$ cat src/rtl/bcd_div_sequencer.sv
// Converts an 8-bit binary value to three BCD digits with two passes through an external divide-by-10 pipeline.
// Optional BCDSEQ_LZB_EN adds a BLANK output that flags leading-zero digits.
module bcd_div_sequencer #(
  parameter int DIV_LAT = 12
) (
  input  logic       CLK,
  input  logic       RSTN,
  input  logic       START,
  input  logic [7:0] BIN,
  input  logic       RFD,
  input  logic [7:0] QUOTIENT,
  input  logic [7:0] FRACTIONAL,
  output logic       DCE,
  output logic [7:0] DIVIDEND,
  output logic [7:0] DIVISOR,
  output logic [3:0] BCD2,
  output logic [3:0] BCD1,
  output logic [3:0] BCD0,
  output logic       BUSY,
  output logic       DONE
`ifdef BCDSEQ_LZB_EN
  ,
  output logic [2:0] BLANK
`endif
);

  localparam logic [5:0] LAT_M1 = 6'(DIV_LAT - 1);

  typedef enum logic [2:0] {IDLE, ISSUE, WAIT, CAPTURE, FINISH} state_t;

  state_t     state, state_nxt;
  logic       pass;
  logic [5:0] cnt;
  logic       unused_frac;

  assign DIVISOR     = 8'd10;
  assign unused_frac = ^FRACTIONAL[7:4];

  always_comb begin
    state_nxt = state;
    DCE       = 1'b0;
    DONE      = 1'b0;
    BUSY      = (state != IDLE);
    case (state)
      IDLE:    if (START) state_nxt = ISSUE;
      ISSUE: begin
        if (RFD) begin
          DCE       = 1'b1;
          state_nxt = (DIV_LAT == 1) ? CAPTURE : WAIT;
        end
      end
      // ISSUE plus DIV_LAT-1 WAIT cycles keeps DCE up for exactly DIV_LAT cycles
      WAIT: begin
        DCE = 1'b1;
        if (cnt <= 6'd1) state_nxt = CAPTURE;
      end
      CAPTURE: state_nxt = pass ? FINISH : ISSUE;
      FINISH: begin
        DONE      = 1'b1;
        state_nxt = IDLE;
      end
      default: state_nxt = IDLE;
    endcase
  end

  always_ff @(posedge CLK) begin
    if (!RSTN) begin
      state    <= IDLE;
      pass     <= 1'b0;
      cnt      <= 6'd0;
      DIVIDEND <= 8'd0;
      BCD2     <= 4'd0;
      BCD1     <= 4'd0;
      BCD0     <= 4'd0;
`ifdef BCDSEQ_LZB_EN
      BLANK    <= 3'b000;
`endif
    end else begin
      state <= state_nxt;
      case (state)
        IDLE: begin
          if (START) begin
            DIVIDEND <= BIN;
            pass     <= 1'b0;
          end
        end
        ISSUE: if (RFD) cnt <= LAT_M1;
        WAIT:  if (cnt != 6'd0) cnt <= cnt - 6'd1;
        CAPTURE: begin
          if (!pass) begin
            BCD0     <= FRACTIONAL[3:0];
            DIVIDEND <= QUOTIENT;
            pass     <= 1'b1;
          end else begin
            BCD1 <= FRACTIONAL[3:0];
            BCD2 <= QUOTIENT[3:0];
          end
        end
        FINISH: begin
`ifdef BCDSEQ_LZB_EN
          BLANK <= {(BCD2 == 4'd0), (BCD2 == 4'd0) && (BCD1 == 4'd0), 1'b0};
`endif
        end
        default: ;
      endcase
    end
  end

endmodule

$ cat config.mk
export PLATFORM = sky130hd
export DESIGN_NAME = bcd_div_sequencer
export DESIGN_NICKNAME = d
export VERILOG_FILES = /design/src/rtl/bcd_div_sequencer.sv
export SDC_FILE = /design/constraint.sdc
export NUM_CORES = 1
export LEC_CHECK = 0
export CORE_ASPECT_RATIO = 2
export CORE_MARGIN = 2
export CORE_UTILIZATION = 40
export CTS_BUF_LIST = sky130_fd_sc_hd__clkbuf_8
export CTS_CLUSTER_DIAMETER = 120
export DETAILED_ROUTE_END_ITERATION = 12
export GPL_TIMING_DRIVEN = 0
export PLACE_DENSITY_LB_ADDON = 0.1
export SYNTH_ARGS = -nofsm -noshare
export SYNTH_HDL_FRONTEND = slang
export SYNTH_SLANG_ARGS = --single-unit
$ cat constraint.sdc
create_clock -name CLK -period 1.5 [get_ports CLK]
set_input_delay 0.375 -clock CLK [delete_from_list [all_inputs] [get_ports CLK]]
set_output_delay 0.375 -clock CLK [all_outputs]
set_load 0.02 [all_outputs]
==> flow_metrics.env, run 1 <==
export IMPL_status="finished, violations left"
export IMPL_violations="setup timing"
export IMPL_clk_pin_slew_worst_paths_ps=60
export IMPL_power_total_mw=2.08
export IMPL_multi_input_area_um2=821
export IMPL_worst_slack_ps=-160
export IMPL_synth_seq_cells=30
export IMPL_fin_crit_sh=1.11
export IMPL_fin_setup_tns_ps=-638
export IMPL_design_die_area_um2=4110
export IMPL_p_per_area_nw_per_um2=920
export IMPL_grt_max_degree=11
export IMPL_vias=1397
export IMPL_maxCapViolCount=0
export IMPL_coreArea_um2=3420
export IMPL_htreeDepth=2
export IMPL_ys_flop_type="dfxtp_1"
export IMPL_wl_per_cell_um=13.9
export IMPL_grt_pass1_vias=1391
export IMPL_ys_warn_count=0
export IMPL_syn_area_um2=1430
export IMPL_peakVddDrop_uv=604
export IMPL_die_y_um=88.7
export IMPL_synth_edff_count=0
export IMPL_finalHoldViolCount=0
export IMPL_syn_avg_cell_area_um2=8.48
export IMPL_timing_final_crit_period_ps=1660
export IMPL_ff_latch_area_um2=609
export IMPL_cts_root_buffer_cell="clkbuf_8"
export IMPL_rsz0062_at_grt="true"
export IMPL_finalClockSkew_ps=4.23
export IMPL_crit_path_max_incr_delay_ps=330
export IMPL_ys_types=34
export IMPL_hp_class="primary input to flip-flop"
export IMPL_holdBufCountCts=0
export IMPL_cp_arrival_ps=1290
export IMPL_die_x_um=46.3
export IMPL_drtIter0Drc=11
export IMPL_gp_congestion=0.796
export IMPL_start_kind="flip-flop"
export IMPL_clock_sinks=30
export IMPL_drive_above_1_share=0.263
export IMPL_synth_async_sr_flop_share=0
export IMPL_ant_nets=0
export IMPL_hpwl_um=2890
export IMPL_combPwrFrac=0.262
export IMPL_antenna_found_initial=0
export IMPL_fmax_mhz=602
export IMPL_cts_tree="built"
export IMPL_end_kind="output pin"
export IMPL_diodes=0
export IMPL_path_cells="buf_6 -> nand3b_1 -> a21oi_2 -> buf_4"
export IMPL_intPower_mw=1.48
export IMPL_p_leak_nw=1.03
export IMPL_grt_pass1_wl_um=6040
export IMPL_grt_total_usage=0.201
export IMPL_clkPwrFrac=0.319
export IMPL_yosysSeqAreaShare=0.419
export IMPL_setup_viol=11
export IMPL_numCtsBuffers=5
export IMPL_cp_slowest_cell="dfxtp_2"
export IMPL_synthCells=169
export IMPL_critPathMaxFanout=5
export IMPL_fillCellCount=298
export IMPL_worstSetupPathType="flip-flop to output pin"
export IMPL_numPortBuffers=46
export IMPL_grt_ovfl_total=0
export IMPL_switching_share=0.289
export IMPL_route_detailed_drc=0
export IMPL_syn2layout_area_growth_pct=57.9
export IMPL_nNetsFinal=269
export IMPL_dpl_worst_slack_ps=-717
export IMPL_clockBufferDepth=2
export IMPL_boundaryPins=59
export IMPL_rows=30
export IMPL_vias_per_cell=4.85
export IMPL_drt_total_wl_um=4010
export IMPL_place_inst=269
export IMPL_crit_required_ps=1120
export IMPL_hold_ws_ps=443
export IMPL_power_switching_mw=0.601
export IMPL_power_share_sequential=0.419
export IMPL_drv_slew=0
export IMPL_layoutNonFillerInstCount=288
export IMPL_firstDrtPassIters=6
export IMPL_clk_latency_ps=280
export IMPL_start_util=0.420
[sequential cells by signal, summed over array words and instances (netlist names)]
register	flops
BCD0	4
BCD1	4
BCD2	4
DIVIDEND	8
cnt	6
pass	1
state	3
[power groups by stage]
| stage | registers [mW] | logic, mW | clock network (mW) |
|---|---|---|---|
| 2_1_floorplan | 0.914 | 0.234 | 0 |
| 3_3_place_gp | 0.886 | 0.430 | 0 |
| 3_5_place_dp | 0.889 | 0.437 | 0 |
| 4_1_cts | 0.874 | 0.494 | 0.689 |
| 5_1_grt | 0.879 | 0.586 | 0.716 |
| 6_report | 0.874 | 0.545 | 0.664 |
[layout by cell type (no fill, tap or decap), drive strengths merged, types with 2 or more instances in the layout]
master and instances:
o21ai 5, ha 2, mux2i 10, a211oi 10, clkdlybuf4s50 21, nor2 17
xnor2 2, nand2 26, conb 8, or3b 2, nand3b 4, dlygate4sd2 21
nor3b 2, buf 29, nand3 3, clkbuf 7, inv 6, o21a 2
dfxtp 30, a21oi 17, nor3 2, or3 2
[logic make-up (layout without fill, tap and decap cells)]
logic type | Yosys count | after routing | share of synthesized area
xor+xnor | 2 | 2 | 0.0122
other cells | 2 | 8 | 0.00524
flops | 30 | 30 | 0.419
buf+inv | 21 | 86 | 0.0864
simple gates | 64 | 64 | 0.216
fa+ha+maj | 2 | 2 | 0.0174
mux | 10 | 10 | 0.0698
compound gates | 38 | 38 | 0.175
[cell usage after synthesis, drive strengths merged (3+ instances only)]
master	count	area, um2
o21ai	5	25.0
inv	5	18.8
mux2i	10	100
dfxtp	30	601
nand3b	4	30.0
nand2	26	97.6
nor2	17	63.8
a21oi	17	96.4
a211oi	10	75.1
clkbuf	3	11.3
buf	13	93.8
nand3	3	15.0
[cell type report]
class / instances / share of cell area
Clock inverter: 2 / 0.00387
Inverter: 5 / 0.00829
Timing Repair Buffer: 59 / 0.243
Multi-Input combinational cell: 124 / 0.362
Tap cell: 48 / 0.0265
Clock buffer: 6 / 0.0365
Sequential cell: 30 / 0.269
Buffer: 14 / 0.0508
[final timing paths]
path                                from       end  slack (ps)  depth (start not counted)
worst min register to register   BCD1[3]   BCD1[3]         460                          2
worst min-delay path                 RFD  state[0]         440                          3
worst max-delay path            state[1]       DCE        -160                          4
worst max register to register  state[1]    cnt[5]         -60                          5
[critical path, delay by kind of cell (launching register included)]
family / cells / cell delay [ps]
compound gates: 1 / 210
simple gates: 1 / 170
flops: 1 / 330
buf+inv: 2 / 290
[per-stage QoR]
step / instance area (um2) / util
global route: 2260 / 0.663
floorplan: 1460 / -
finish: 2260 / 0.663
CTS: 2170 / 0.635
global placement: 1980 / 0.581
detailed placement: 1980 / 0.581
[repair_timing]
action | in CTS | in global routing
endpoints found under the setup margin | 47 | 31
setup buffers | 7 | 5
pin swaps | 13 | 9
cloned | 0 | 1
gates resized for setup | 54 | 22
[layer usage]
metal / GRT usage / share of wire / vias up
met1: 0.201 / 0.37 / 653
met5: 0 / 0 / -
met4: 0.0779 / 0.012 / 0
li1: - / - / 706
met2: 0.376 / 0.58 / 34
met3: 0.0429 / 0.039 / 4
(Power assumes the default switching activity.)
==> run 2, diff against run 1 <==
- ABC_CLOCK_PERIOD_IN_PS: unset -> 1500
==> results of run 2 <==
The final DEF is identical to that of run 1; final timing and power are the same.
==> run 3, diff against run 2 <==
- CORE_ASPECT_RATIO: 2 -> 1.5
==> run 3 against run 2 <==
Die area is 0.46% lower. The run still ends with setup timing left. Critical path type unchanged. Via count is 1.8% higher. Flip-flop and latch count stayed put. Register-to-register slack better by 30 ps.
==> flow_metrics.env, run 3 (synthesized netlist as in run 1, its figures left out) <==
export IMPL_largest_reg_flops=8
export IMPL_gp_congestion=0.825
export IMPL_ff_latch_area_um2=609
export IMPL_fillCellCount=298
export IMPL_violations="setup timing"
export IMPL_finalClockSkew_ps=4.13
export IMPL_start_kind="flip-flop"
export IMPL_grt_pass1_wl_um=6090
export IMPL_cp_arrival_ps=1250
export IMPL_dpl_worst_slack_ps=-732
export IMPL_start_util=0.420
export IMPL_finalHoldViolCount=0
export IMPL_rows=26
export IMPL_holdBufCountCts=0
export IMPL_critPathMaxFanout=5
export IMPL_die_x_um=52.9
export IMPL_fmax_mhz=617
export IMPL_fin_area_um2=2220
export IMPL_grt_total_usage=0.199
export IMPL_route_detailed_drc=0
export IMPL_place_inst=263
export IMPL_coreArea_um2=3420
export IMPL_vias_per_cell=5.08
export IMPL_vias=1422
export IMPL_peakVddDrop_uv=671
export IMPL_cts_tree="built"
export IMPL_hp_class="flip-flop to flip-flop"
export IMPL_numCtsBuffers=5
export IMPL_clk_latency_ps=280
export IMPL_setup_viol=3
export IMPL_drt_total_wl_um=3930
export IMPL_p_per_area_nw_per_um2=917
export IMPL_hpwl_um=2810
export IMPL_reg2reg_slack_ps=-30
export IMPL_ant_nets=0
export IMPL_firstDrtPassIters=4
export IMPL_antenna_found_initial=0
export IMPL_top_regs="DIVIDEND (8), cnt (6)"
export IMPL_regMostFlops="DIVIDEND"
export IMPL_multi_input_area_um2=810
export IMPL_drive_above_1_share=0.244
export IMPL_syn2layout_area_growth_pct=54.9
export IMPL_die_y_um=77.3
export IMPL_fin_crit_sh=1.08
export IMPL_layoutNonFillerInstCount=280
export IMPL_clk_pin_slew_worst_paths_ps=60
export IMPL_clock_sinks=30
export IMPL_crit_required_ps=1120
export IMPL_worstSetupPathType="flip-flop to output pin"
export IMPL_nNetsFinal=267
export IMPL_drv_slew=0
export IMPL_maxCapViolCount=0
export IMPL_htreeDepth=2
export IMPL_p_leak_nw=1.01
export IMPL_clockBufferDepth=2
export IMPL_most_common_layout_cells="26 x nand2_1, 23 x dfxtp_1, 22 x dlygate4sd2_1"
export IMPL_status="finished, violations left"
export IMPL_boundaryPins=59
export IMPL_grt_pass1_vias=1406
export IMPL_timing_final_crit_period_ps=1620
export IMPL_rsz0062_at_grt="true"
export IMPL_numPortBuffers=46
export IMPL_drtIter0Drc=30
export IMPL_grt_ovfl_total=0
export IMPL_wl_per_cell_um=14.0
export IMPL_design_die_area_um2=4090
export IMPL_cts_root_buffer_cell="clkbuf_8"
export IMPL_end_kind="output pin"
export IMPL_diodes=0
export IMPL_grt_max_degree=11
export IMPL_placed_area_um2=1980
export IMPL_layout_commonest_cell="nand2_1"
export IMPL_worst_slack_ps=-120
==> run 3: area by class of cell <==
class / count / area share
Clock inverter: 2 / 0.00394
Timing Repair Buffer: 56 / 0.231
Tap cell: 42 / 0.0237
Multi-Input combinational cell: 124 / 0.365
Inverter: 5 / 0.00845
Sequential cell: 30 / 0.274
Clock buffer: 6 / 0.0372
Buffer: 15 / 0.0569
==> run 3: metrics by stage <==
| step | util | power [mW] | hold slack, ps | TNS, ps |
|---|---|---|---|---|
| 2_1_floorplan | - | 1.15 | 480 | 0 |
| 3_3_place_gp | 0.578 | 1.31 | 444 | -8290 |
| 3_5_place_dp | 0.578 | 1.33 | 450 | -8800 |
| 4_1_cts | 0.630 | 2.03 | 458 | -246 |
| 5_1_grt | 0.650 | 2.12 | 478 | -678 |
| 6_report | 0.650 | 2.04 | 463 | -252 |
==> run 3: path summary, 6_finish.rpt <==
path | depth (start not counted) | startpoint | endpoint
max | 4 | state[1] | DCE
min | 2 | BCD2[2] | BCD2[2]
max reg2reg | 4 | cnt[0] | cnt[5]
min reg2reg | 2 | BCD2[2] | BCD2[2]
==> run 3: worst max-delay path: stages (launching register included) <==
cell	delay [ps]
dfxtp_2	330
buf_6	120
nand3b_1	170
a21oi_2	180
buf_4	170
==> run 3: power breakdown <==
part / switching [mW] / total, mW / internal, mW
logic: 0.249 / 0.499 / 0.251
registers: 0.0345 / 0.877 / 0.842
clock network: 0.298 / 0.661 / 0.362
==> run 3: repair_timing <==
action / CTS / global route
gates resized for setup: 51 / 23
endpoints found under the setup margin: 47 / 27
pin swaps: 7 / 14
buffers inserted: 9 / 1
==> run 3: layer usage <==
layer / vias up / share of wire / track usage
li1: 702 / - / -
met1: 682 / 0.38 / 0.203
met2: 31 / 0.56 / 0.364
met3: 7 / 0.044 / 0.0615
met4: 0 / 0.015 / 0.0692
met5: - / 0 / 0
